## config.mk

```make
export PLATFORM = sky130hd
export DESIGN_NAME = endereco_playback_ctrl
export DESIGN_NICKNAME = d
export VERILOG_FILES = /design/src/rtl/endereco_playback_ctrl_pkg.sv /design/src/rtl/endereco_playback_ctrl_btn_edge_sync.sv /design/src/rtl/endereco_playback_ctrl.sv
export SDC_FILE = /design/constraint.sdc
export NUM_CORES = 1
export LEC_CHECK = 0
export CAP_MARGIN = 20
export CORE_MARGIN = 2
export CORE_UTILIZATION = 40
export DETAILED_ROUTE_END_ITERATION = 8
export GPL_TIMING_DRIVEN = 0
export HOLD_SLACK_MARGIN = 0.06
export PLACE_DENSITY_LB_ADDON = 0.25
export SLEW_MARGIN = 0
export SYNTH_ARGS = -nofsm -noshare
export SYNTH_HDL_FRONTEND = slang
export SYNTH_SLANG_ARGS = --single-unit
```

## constraint.sdc

```tcl
create_clock -name clk -period 6 [get_ports clk]
set_clock_uncertainty 0.05 [all_clocks]
set_input_delay 0.9 -clock clk [delete_from_list [all_inputs] [get_ports clk]]
set_output_delay 0.9 -clock clk [all_outputs]
set_load 0.02 [all_outputs]
```

## src/rtl/endereco_playback_ctrl_pkg.sv

```systemverilog
// ---------------------------------------------------------------------------
// endereco_pkg
// Shared definitions for the PCM playback address controller:
//   - default parameter values for endereco_playback_ctrl
//   - playback state encoding
//   - seek request codes and the fixed button priority resolver
// ---------------------------------------------------------------------------
package endereco_pkg;

   localparam int unsigned ADDR_W_DEF          = 22;
   localparam int unsigned SAMPLES_PER_SEC_DEF = 11025;
   localparam int unsigned STEP_SHORT_S_DEF    = 10;
   localparam int unsigned STEP_LONG_S_DEF     = 30;
   localparam int unsigned TIME_W_DEF          = 9;

   typedef enum logic [1:0] {
      ST_IDLE,
      ST_PLAY,
      ST_ENDED
   } play_state_t;

   typedef enum logic [2:0] {
      SEEK_NONE,
      SEEK_FWD_LONG,
      SEEK_BACK_LONG,
      SEEK_FWD_SHORT,
      SEEK_BACK_SHORT
   } seek_code_t;

   // Only the highest-priority edge of a cycle survives; the rest are dropped.
   function automatic seek_code_t seek_pick(input logic fwd_long,
                                            input logic back_long,
                                            input logic fwd_short,
                                            input logic back_short);
      if (fwd_long)
         return SEEK_FWD_LONG;
      else if (back_long)
         return SEEK_BACK_LONG;
      else if (fwd_short)
         return SEEK_FWD_SHORT;
      else if (back_short)
         return SEEK_BACK_SHORT;
      else
         return SEEK_NONE;
   endfunction

endpackage

```

## src/rtl/endereco_playback_ctrl_btn_edge_sync.sv

```systemverilog
// ---------------------------------------------------------------------------
// btn_edge_sync
// Two-flop synchroniser followed by a rising-edge detector for one
// asynchronous, level-type push button.
//   clk   : system clock
//   reset : asynchronous active-high reset
//   btn   : raw button level (asynchronous)
//   rise  : one-cycle pulse after a synchronised 0->1 transition
// ---------------------------------------------------------------------------
module btn_edge_sync (
   input  logic clk,
   input  logic reset,
   input  logic btn,
   output logic rise
);

   logic       sync_1;
   logic       sync_2;
   logic       sync_prev;
   logic [2:0] hist_vld;

   always_ff @(posedge clk or posedge reset) begin
      if (reset) begin
         sync_1    <= 1'b0;
         sync_2    <= 1'b0;
         sync_prev <= 1'b0;
         hist_vld  <= '0;
      end else begin
         sync_1    <= btn;
         sync_2    <= sync_1;
         sync_prev <= sync_2;
         hist_vld  <= {hist_vld[1:0], 1'b1};
      end
   end

   // sync_prev only holds a real sample once three edges have passed since
   // reset; until then a button already held at release would look like a
   // fresh 0->1 transition, so detection is gated off.
   assign rise = sync_2 & ~sync_prev & hist_vld[2];

endmodule

```

## src/rtl/endereco_playback_ctrl.sv

```systemverilog
// ---------------------------------------------------------------------------
// endereco_playback_ctrl
// Generates the PCM read address for track playback with +/- short and long
// seek buttons, end-of-track detection and optional looping.
// Ports:
//   clk, reset            : clock, asynchronous active-high reset
//   passa_10s, volta_10s  : short forward / backward seek buttons (async level)
//   passa_30s, volta_30s  : long forward / backward seek buttons (async level)
//   count                 : playback enable, one address step per clk
//   current_value         : PCM sample at endereco, 0 marks end of track
//   track_base, track_end : inclusive address window of the current track
//   loop_en               : 1 = wrap to track_base at end, 0 = stop
//   restart               : reload track_base and resume playback
//   endereco              : current read address
//   time_adder            : signed seconds applied by the last good seek
//   time_valid            : one-cycle pulse when time_adder updates
//   end_of_track          : one-cycle pulse on end-of-track detection
// ---------------------------------------------------------------------------
module endereco_playback_ctrl
   import endereco_pkg::*;
#(
   parameter int unsigned ADDR_W          = ADDR_W_DEF,
   parameter int unsigned SAMPLES_PER_SEC = SAMPLES_PER_SEC_DEF,
   parameter int unsigned STEP_SHORT_S    = STEP_SHORT_S_DEF,
   parameter int unsigned STEP_LONG_S     = STEP_LONG_S_DEF,
   parameter int unsigned TIME_W          = TIME_W_DEF
) (
   input  logic                     clk,
   input  logic                     reset,
   input  logic                     passa_10s,
   input  logic                     volta_10s,
   input  logic                     passa_30s,
   input  logic                     volta_30s,
   input  logic                     count,
   input  logic [7:0]               current_value,
   input  logic [ADDR_W-1:0]        track_base,
   input  logic [ADDR_W-1:0]        track_end,
   input  logic                     loop_en,
   input  logic                     restart,
   output logic [ADDR_W-1:0]        endereco,
   output logic signed [TIME_W-1:0] time_adder,
   output logic                     time_valid,
   output logic                     end_of_track
);

   // Seek distances in address units, one bit wider than the address so the
   // window checks below never wrap.
   localparam logic [ADDR_W:0] STEP_SHORT =
      (ADDR_W + 1)'(STEP_SHORT_S * SAMPLES_PER_SEC);
   localparam logic [ADDR_W:0] STEP_LONG =
      (ADDR_W + 1)'(STEP_LONG_S * SAMPLES_PER_SEC);
   localparam logic signed [TIME_W-1:0] SECS_SHORT = TIME_W'(STEP_SHORT_S);
   localparam logic signed [TIME_W-1:0] SECS_LONG  = TIME_W'(STEP_LONG_S);

   play_state_t state, state_n;

   logic [ADDR_W-1:0]        endereco_n;
   logic signed [TIME_W-1:0] time_adder_n;
   logic                     time_valid_n;
   logic                     end_of_track_n;

   logic rise_fwd_long, rise_back_long, rise_fwd_short, rise_back_short;
   seek_code_t seek;

   logic [ADDR_W:0]          addr_ext, base_ext, end_ext;
   logic [ADDR_W:0]          seek_step, fwd_target, back_floor;
   logic                     seek_fwd, seek_ok, end_evt;
   logic signed [TIME_W-1:0] seek_secs;
   logic [ADDR_W-1:0]        seek_addr;

   // ---------------------------------------------------------------- buttons
   btn_edge_sync u_sync_passa_30s (
      .clk   (clk),
      .reset (reset),
      .btn   (passa_30s),
      .rise  (rise_fwd_long)
   );

   btn_edge_sync u_sync_volta_30s (
      .clk   (clk),
      .reset (reset),
      .btn   (volta_30s),
      .rise  (rise_back_long)
   );

   btn_edge_sync u_sync_passa_10s (
      .clk   (clk),
      .reset (reset),
      .btn   (passa_10s),
      .rise  (rise_fwd_short)
   );

   btn_edge_sync u_sync_volta_10s (
      .clk   (clk),
      .reset (reset),
      .btn   (volta_10s),
      .rise  (rise_back_short)
   );

   assign seek = seek_pick(rise_fwd_long, rise_back_long,
                           rise_fwd_short, rise_back_short);

   // ------------------------------------------------------- seek evaluation
   always_comb begin
      seek_step = '0;
      seek_fwd  = 1'b0;
      seek_secs = '0;
      unique case (seek)
         SEEK_FWD_LONG: begin
            seek_step = STEP_LONG;
            seek_fwd  = 1'b1;
            seek_secs = SECS_LONG;
         end
         SEEK_BACK_LONG: begin
            seek_step = STEP_LONG;
            seek_secs = -SECS_LONG;
         end
         SEEK_FWD_SHORT: begin
            seek_step = STEP_SHORT;
            seek_fwd  = 1'b1;
            seek_secs = SECS_SHORT;
         end
         SEEK_BACK_SHORT: begin
            seek_step = STEP_SHORT;
            seek_secs = -SECS_SHORT;
         end
         default: ;
      endcase
   end

   assign addr_ext   = {1'b0, endereco};
   assign base_ext   = {1'b0, track_base};
   assign end_ext    = {1'b0, track_end};
   assign fwd_target = addr_ext + seek_step;
   // Backward check is "addr >= base + step" rather than "addr - step >= base"
   // so a step larger than the address cannot underflow.
   assign back_floor = base_ext + seek_step;

   assign seek_ok = (seek != SEEK_NONE) &&
                    (seek_fwd ? (fwd_target <= end_ext) : (addr_ext >= back_floor));

   assign seek_addr = seek_fwd ? fwd_target[ADDR_W-1:0]
                               : (endereco - seek_step[ADDR_W-1:0]);

   assign end_evt = count && ((current_value == 8'd0) || (endereco == track_end));

   // ------------------------------------------------------------------ FSM
   always_ff @(posedge clk or posedge reset) begin
      if (reset) begin
         state        <= ST_IDLE;
         endereco     <= '0;
         time_adder   <= '0;
         time_valid   <= 1'b0;
         end_of_track <= 1'b0;
      end else begin
         state        <= state_n;
         endereco     <= endereco_n;
         time_adder   <= time_adder_n;
         time_valid   <= time_valid_n;
         end_of_track <= end_of_track_n;
      end
   end

   always_comb begin
      state_n        = state;
      endereco_n     = endereco;
      time_adder_n   = time_adder;
      time_valid_n   = 1'b0;
      end_of_track_n = 1'b0;

      if (restart) begin
         state_n    = ST_PLAY;
         endereco_n = track_base;
      end else begin
         unique case (state)
            ST_IDLE: begin
               state_n    = ST_PLAY;
               endereco_n = track_base;
            end
            ST_PLAY: begin
               if (end_evt) begin
                  end_of_track_n = 1'b1;
                  if (loop_en)
                     endereco_n = track_base;
                  else
                     state_n = ST_ENDED;
               end else if (seek != SEEK_NONE) begin
                  // Any seek request, accepted or not, takes the cycle's step.
                  if (seek_ok) begin
                     endereco_n   = seek_addr;
                     time_adder_n = seek_secs;
                     time_valid_n = 1'b1;
                  end
               end else if (count) begin
                  endereco_n = endereco + ADDR_W'(1);
               end
            end
            ST_ENDED: ;
            default: begin
               state_n    = ST_IDLE;
               endereco_n = '0;
            end
         endcase
      end
   end

endmodule

```

* Word level (Yosys, flattened, before mapping)
Cells that the tools add are included.
Word-level totals: output and inout port bits 33, word-level logic and storage cells 94, bits in registers 59, bits of input ports 61
Cells by class: reductions and logical operators 12, multiplexer cells 28, bitwise operators 14, $lt $le $gt $ge 2, add/subtract/negate cells 4, eq/ne operators 13
Operator list (number):
- $mux 22 | 7
- $pmux 22 s3 | 1
- $add 22x23->23 | 2
- $pmux 19 s2 | 1
- $pmux 9 s4 | 1
- $ge 22x23->1 | 1
- $le 23x22->1 | 1
- $add 22x1->22 const B | 1
- $eq 22x22->1 | 1
- $sub 22x22->22 | 1
- $mux 3 | 4
- $mux 1 | 10
- $ne 5x5->1 const B | 2
- $and 1x1->1 | 8
- $logic_not 8->1 | 1
- $eq 3x2->1 const B | 2
- $mux 2 | 3
- $ne 3x3->1 const B | 2
- $not 1->1 | 6
- $pmux 2 s3 | 1
- $reduce_or 2->1 | 3
- $reduce_and 5->1 | 1
- $ne 4x4->1 const B | 1
- $reduce_and 4->1 | 1
- other kinds (10) | 11

* Depth between registers and ports, before layout
depth in word-level cells 19, gate-level depth with buffers 28, gate-level depth less buffers 25

* Modules after synthesis
A second synthesis with hierarchy kept.
Second synthesis, totals: cell total of the unflattened synthesis 857, area, all modules 6889.1 µm²
By module, submodules not included:
- endereco_playback_ctrl | area each 6223.5 µm², sequential area each 750.7 µm², cells each 821, times used 1
- btn_edge_sync | area each 166.4 µm², sequential area each 150.1 µm², cells each 9, times used 4

* Least setup slack after synthesis
No wires, ideal clock.
kind reg-to-reg, start point register u_sync_passa_30s.sync_2, end point register endereco[17], library setup time 0.122 ns, required time 5.828 ns, arrival time 6.067 ns, clock period less this slack 6.238 ns, setup slack -0.238 ns, cell stages (with the launch flop) 25, path buffers 3, cells stage by stage dfrtp_1 > nor2b_1 > o21ai_0 > nand2_1 > clkbuf_1 > buf_1 > ha_1 > fa_1 > a21oi_1 > nor4b_1 > o211a_1 > o31a_1 > o31a_1 > nand3_1 > xnor2_1 > ha_1 > and3_1 > a221o_1 > a31oi_1 > a21oi_1 > o32ai_4 > o31ai_4 > buf_6 > o21bai_1 > a32o_1
On the way: cells in the longest elaborated chain, start to end 13, elaborated cells between the ends (all ways) 29, those cells by class 3 x add/sub; 2 x order compare; 6 x eq/ne; 10 x mux; 2 x bitwise; 6 x reduce/logical
Ends and longest elaborated chain:
- from (decl) | RTL line endereco_playback_ctrl_btn_edge_sync.sv:18 | logic sync_2;
- from (signal assigned) | RTL line endereco_playback_ctrl_btn_edge_sync.sv:30 | sync_2 <= sync_1;
- $and 1x1->1 (*) (2 in a row) | RTL line endereco_playback_ctrl_btn_edge_sync.sv:39 | assign rise = sync_2 & ~sync_prev & hist_vld[2];
- $mux 3 (*) | RTL line endereco_playback_ctrl_pkg.sv:35 | if (fwd_long)
- branches (longest 10 deep; another with $add 22x23->23)
- to (signal assigned) | RTL line endereco_playback_ctrl.sv:157 | endereco <= endereco_n;
- to (decl) | RTL line endereco_playback_ctrl.sv:40 | output logic [ADDR_W-1:0] endereco,
Mark *: on every way between the ends. The select of a mux whose other input is x is not followed. A chain may end at the register's enable or synchronous reset.

* Worst setup path after layout
start point register u_sync_volta_30s.sync_2, end point register endereco[17]
On the way: cells in the longest elaborated chain, start to end 14, elaborated cells between the ends (all ways) 30, those cells by class 3 x add/sub; 2 x order compare; 6 x eq/ne; 11 x mux; 2 x bitwise; 6 x reduce/logical
Ends and longest elaborated chain:
- from (decl) | RTL line endereco_playback_ctrl_btn_edge_sync.sv:18
- from (signal assigned) | RTL line endereco_playback_ctrl_btn_edge_sync.sv:30
- $and 1x1->1 (*) (2 in a row) | RTL line endereco_playback_ctrl_btn_edge_sync.sv:39
- $mux 3 (*) | RTL line endereco_playback_ctrl_pkg.sv:37 | else if (back_long)
- $mux 3 (*) | RTL line endereco_playback_ctrl_pkg.sv:35
- branches (longest 10 deep; another with $add 22x23->23)
Marks and branches as above.

==> impl_metrics.csv <==
group,metric,value,unit
critical_path,cp_max_fo,10,
route,drc,0,
cells_and_area,multiInputGateArea,5230,sq um
floorplan,die_x,133,um
critical_path,worst-endpoint-required,6.14,ns
cells_and_area,drive_above_1_share,8.20,%
grt,grt_pass1_wl,35500,um
sta,fin_ws,0.224,ns
critical_path,path_class,"flip-flop to flip-flop",
worst_hold_path,hold_path.class,"flip-flop to flip-flop",
power_and_ir_drop,power_density,333,nW/um^2
sta,tns,0,ns
sta,rsz0062_at_grt,"no",
grt,grt_remaining_overflow,0,
sta,slew_headroom,32.1,%
synthesis,syn_area,6660,sq um
critical_path,crit_path_end,"endereco[17]",
critical_path,r2r_end,"endereco[17]",
synthesis,async_flop_share,100,%
route,via_per_inst,5.77,
critical_path,path_depth,22,
synthesis,ys_warn_count,0,
critical_path,cpPeakStageDelay,0.49,ns
sta,slew_violations,0,
floorplan,io_pins,94,
sta,min_period,5.78,ns
sta,setup_viol,0,
place,io_buffers,91,
synthesis,synth_seq_cells,45,
synthesis,yosysSeqAreaShare,16.9,%
grt,antenna_found_initial,0,
floorplan,initial_utilization,40.6,%
clock_tree,clkLatencyLatePin,0.29,ns
floorplan,coreArea,16400,sq um
outcome,outcome,"finished, final reports clean",
clock_tree,htree_levels,2,
critical_path,path_buf_inv,4,
sta,worst_pin_slew,1.01,ns
synthesis,synth-edff-count,0,
floorplan,rows,47,
clock_tree,clkTransAtPathRegs,0.06,ns
cells_and_area,area_growth,23.6,%
clock_tree,root_buffer,"clkbuf_16",
place,gp_congestion,0.947,
job,cap_violations,0,
cells_and_area,antenna_cells,0,
cells_and_area,fill_cells,1624,
critical_path,reg2reg_depth,22,
synthesis,synth_nets,1015,
synthesis,synthCells,859,
sta,max_freq,173,MHz
synthesis,ys_types,74,
cells_and_area,register_area,1130,sq um
clock_tree,cts_inserted_buffers,5,
critical_path,rrSetupSlack,0.22,ns
sta,finalHoldViolCount,0,
route,drt_iter0_drc,541,
floorplan,die_h,133,um
critical_path,slowest_stage,"ha_2",
critical_path,critPathLaunchType,"flip-flop",
clock_tree,tritoncts,"yes",
critical_path,r2r_start,"u_sync_volta_30s.sync_2",
critical_path,crit_top_cell,"buf_4",
place,hpwl,18200,um
clock_tree,cts.sinks,45,
cells_and_area,mostFrequentLayoutCells,"91 x ha_1, 91 x clkdlybuf4s50_1, 65 x nor2_1",
floorplan,fp.dieArea,17700,sq um
clock_tree,clk_path_buf_depth,2,
critical_path,crit_arrival,5.91,ns
grt,grt_pass1_vias,6405,
synthesis,synth_flop_cell,"dfrtp_1",
critical_path,worstSetupEndpointType,"flip-flop",
critical_path,crit_chain,"nor2b_2 -> o21ai_4 -> buf_4 -> buf_4 -> nand2b_1 -> ha_2 -> inv_2 -> a31oi_1 -> a21boi_1 -> or3_1 -> xor2_1 -> ha_1 -> nand4_1 -> or2_1 -> a221o_1 -> a31o_2 -> a21oi_2 -> o32ai_4 -> o31ai_4 -> buf_6 -> nor2_1 -> a32o_1",
route,firstDrtPassIters,5,
synthesis,avgSynthCellArea,7.75,sq um
sta,post-route-period-util,96.3,%
critical_path,crit_start,"u_sync_volta_30s.sync_2",
power_and_ir_drop,p_leak,3.61,nW
cells_and_area,final_cells,1183,
route,avgRoutedWirePerCell,19.2,um
grt,grt_start_max_net_pins,27,
power_and_ir_drop,power,2.74,mW
cells_and_area,final_util,50.1,%
route,detail-route-antenna-nets,0,
route,wl,22700,um
cells_and_area,fin_nets,1118,
critical_path,cpLargestDelayFamily,"compound AO/OA/AOI/OAI gates",
power_and_ir_drop,peakVddDrop,0.189,mV
place,dp.cells,1171,
route,dr_total_vias,6828,
place,place_ws,-1.64,ns
grt,track_usage,25.7,%
## layout make-up
| type | instances | share of cell area (%) |
|---|---|---|
| clock inverter | 1 | 0.365 |
| multi-input combinational | 717 | 63.6 |
| sequential | 45 | 13.7 |
| inverter | 54 | 2.51 |
| buffer | 41 | 2.75 |
| clock buffer | 7 | 1.73 |
| tap | 220 | 3.35 |
| timing repair buffer | 98 | 12.0 |
## stage by stage
stage	hold slack [ns]	cell area (sq um)
floorplan	0.281	6660
global placement	0.281	7840
detailed placement	0.286	7870
CTS	0.300	8160
global route	0.307	8230
finish	0.296	8230
## cell families after synthesis
logic type / synth area share, %
buffers and inverters: 6.35
xor gates and xnor gates: 10.4
AOI/OAI and AO/OA: 26.2
adders and majority gates: 18.2
muxes: 0.790
DFF: 16.9
and+or+nand+nor: 21.0
other: 0.113
## synth_stat cells (all sizes together), types with 3 or more instances
cell     count  share of area (%)
a2111oi      3               0.39
a211o        3               0.39
a211oi      18                2.0
a21boi       5               0.56
a21o        13                1.5
a21oi       62                4.7
a221o        6               0.90
a221oi       7               0.92
a22oi        5               0.56
a31oi       10               0.94
and2         8               0.75
and3        12                1.1
buf         27                2.4
clkbuf      16               0.92
dfrtp       45                 17
fa           3               0.90
ha          92                 17
inv         54                3.0
mux2i        3               0.45
nand2       63                3.6
nand2b      20                1.9
nand3       24                1.8
nand3b       3               0.34
nand4       14                1.3
nor2        65                3.7
nor2b       18                1.7
nor3        15                1.1
nor4         8               0.75
o211a        6               0.90
o211ai       8               0.90
o21a         5               0.56
o21ai       64                4.8
o21bai       5               0.56
o221ai       3               0.39
o22ai        3               0.28
o31a         7               0.92
o31ai        7                1.0
or2          7               0.66
or3          9               0.85
or4          3               0.34
xnor2       52                6.8
xor2        27                3.6
## registers in the layout (all words and copies together), names as in the netlist, 2 cells and up
name and cells:
time_adder 4, state 2, endereco 22, u_sync_volta_10s.hist_vld 2
## where the power goes
group	switching (mW)	internal (mW)	total, mW
combinational	1.07	0.830	1.90
sequential	0.153	0.365	0.518
clock	0.115	0.208	0.323
total	1.34	1.40	2.74
## per-layer routing
| layer | wire, um | track usage [%] |
|---|---|---|
| met5 | 0 | 0 |
| met4 | 567 | 8.06 |
| met3 | 1570 | 2.64 |
| met2 | 10500 | 42.5 |
| met1 | 9990 | 35.2 |
## worst min-delay path by stage
stage,slack (ns),depth (start not counted),startpoint,endpoint
4_1_cts,0.30,0,u_sync_volta_10s.hist_vld[0],u_sync_volta_10s.hist_vld[1]
3_3_place_gp,0.28,0,u_sync_volta_10s.hist_vld[1],u_sync_passa_10s.hist_vld[2]
5_1_grt,0.31,0,u_sync_volta_10s.hist_vld[0],u_sync_volta_10s.hist_vld[1]
6_report,0.30,0,u_sync_volta_10s.hist_vld[0],u_sync_volta_10s.hist_vld[1]
2_1_floorplan,0.28,0,u_sync_volta_10s.hist_vld[1],u_sync_passa_10s.hist_vld[2]
3_5_place_dp,0.29,0,u_sync_volta_10s.hist_vld[0],u_sync_volta_10s.hist_vld[1]
## timing repair
action	4_1_cts	5_1_grt
hold buffers	0	0
setup buffers	5	1
resized for setup	15	18
endpoints found under the hold margin	0	0
pin swaps	1	2
setup endpoints to repair	26	26
No activity file was read; power rests on OpenSTA's default activity.
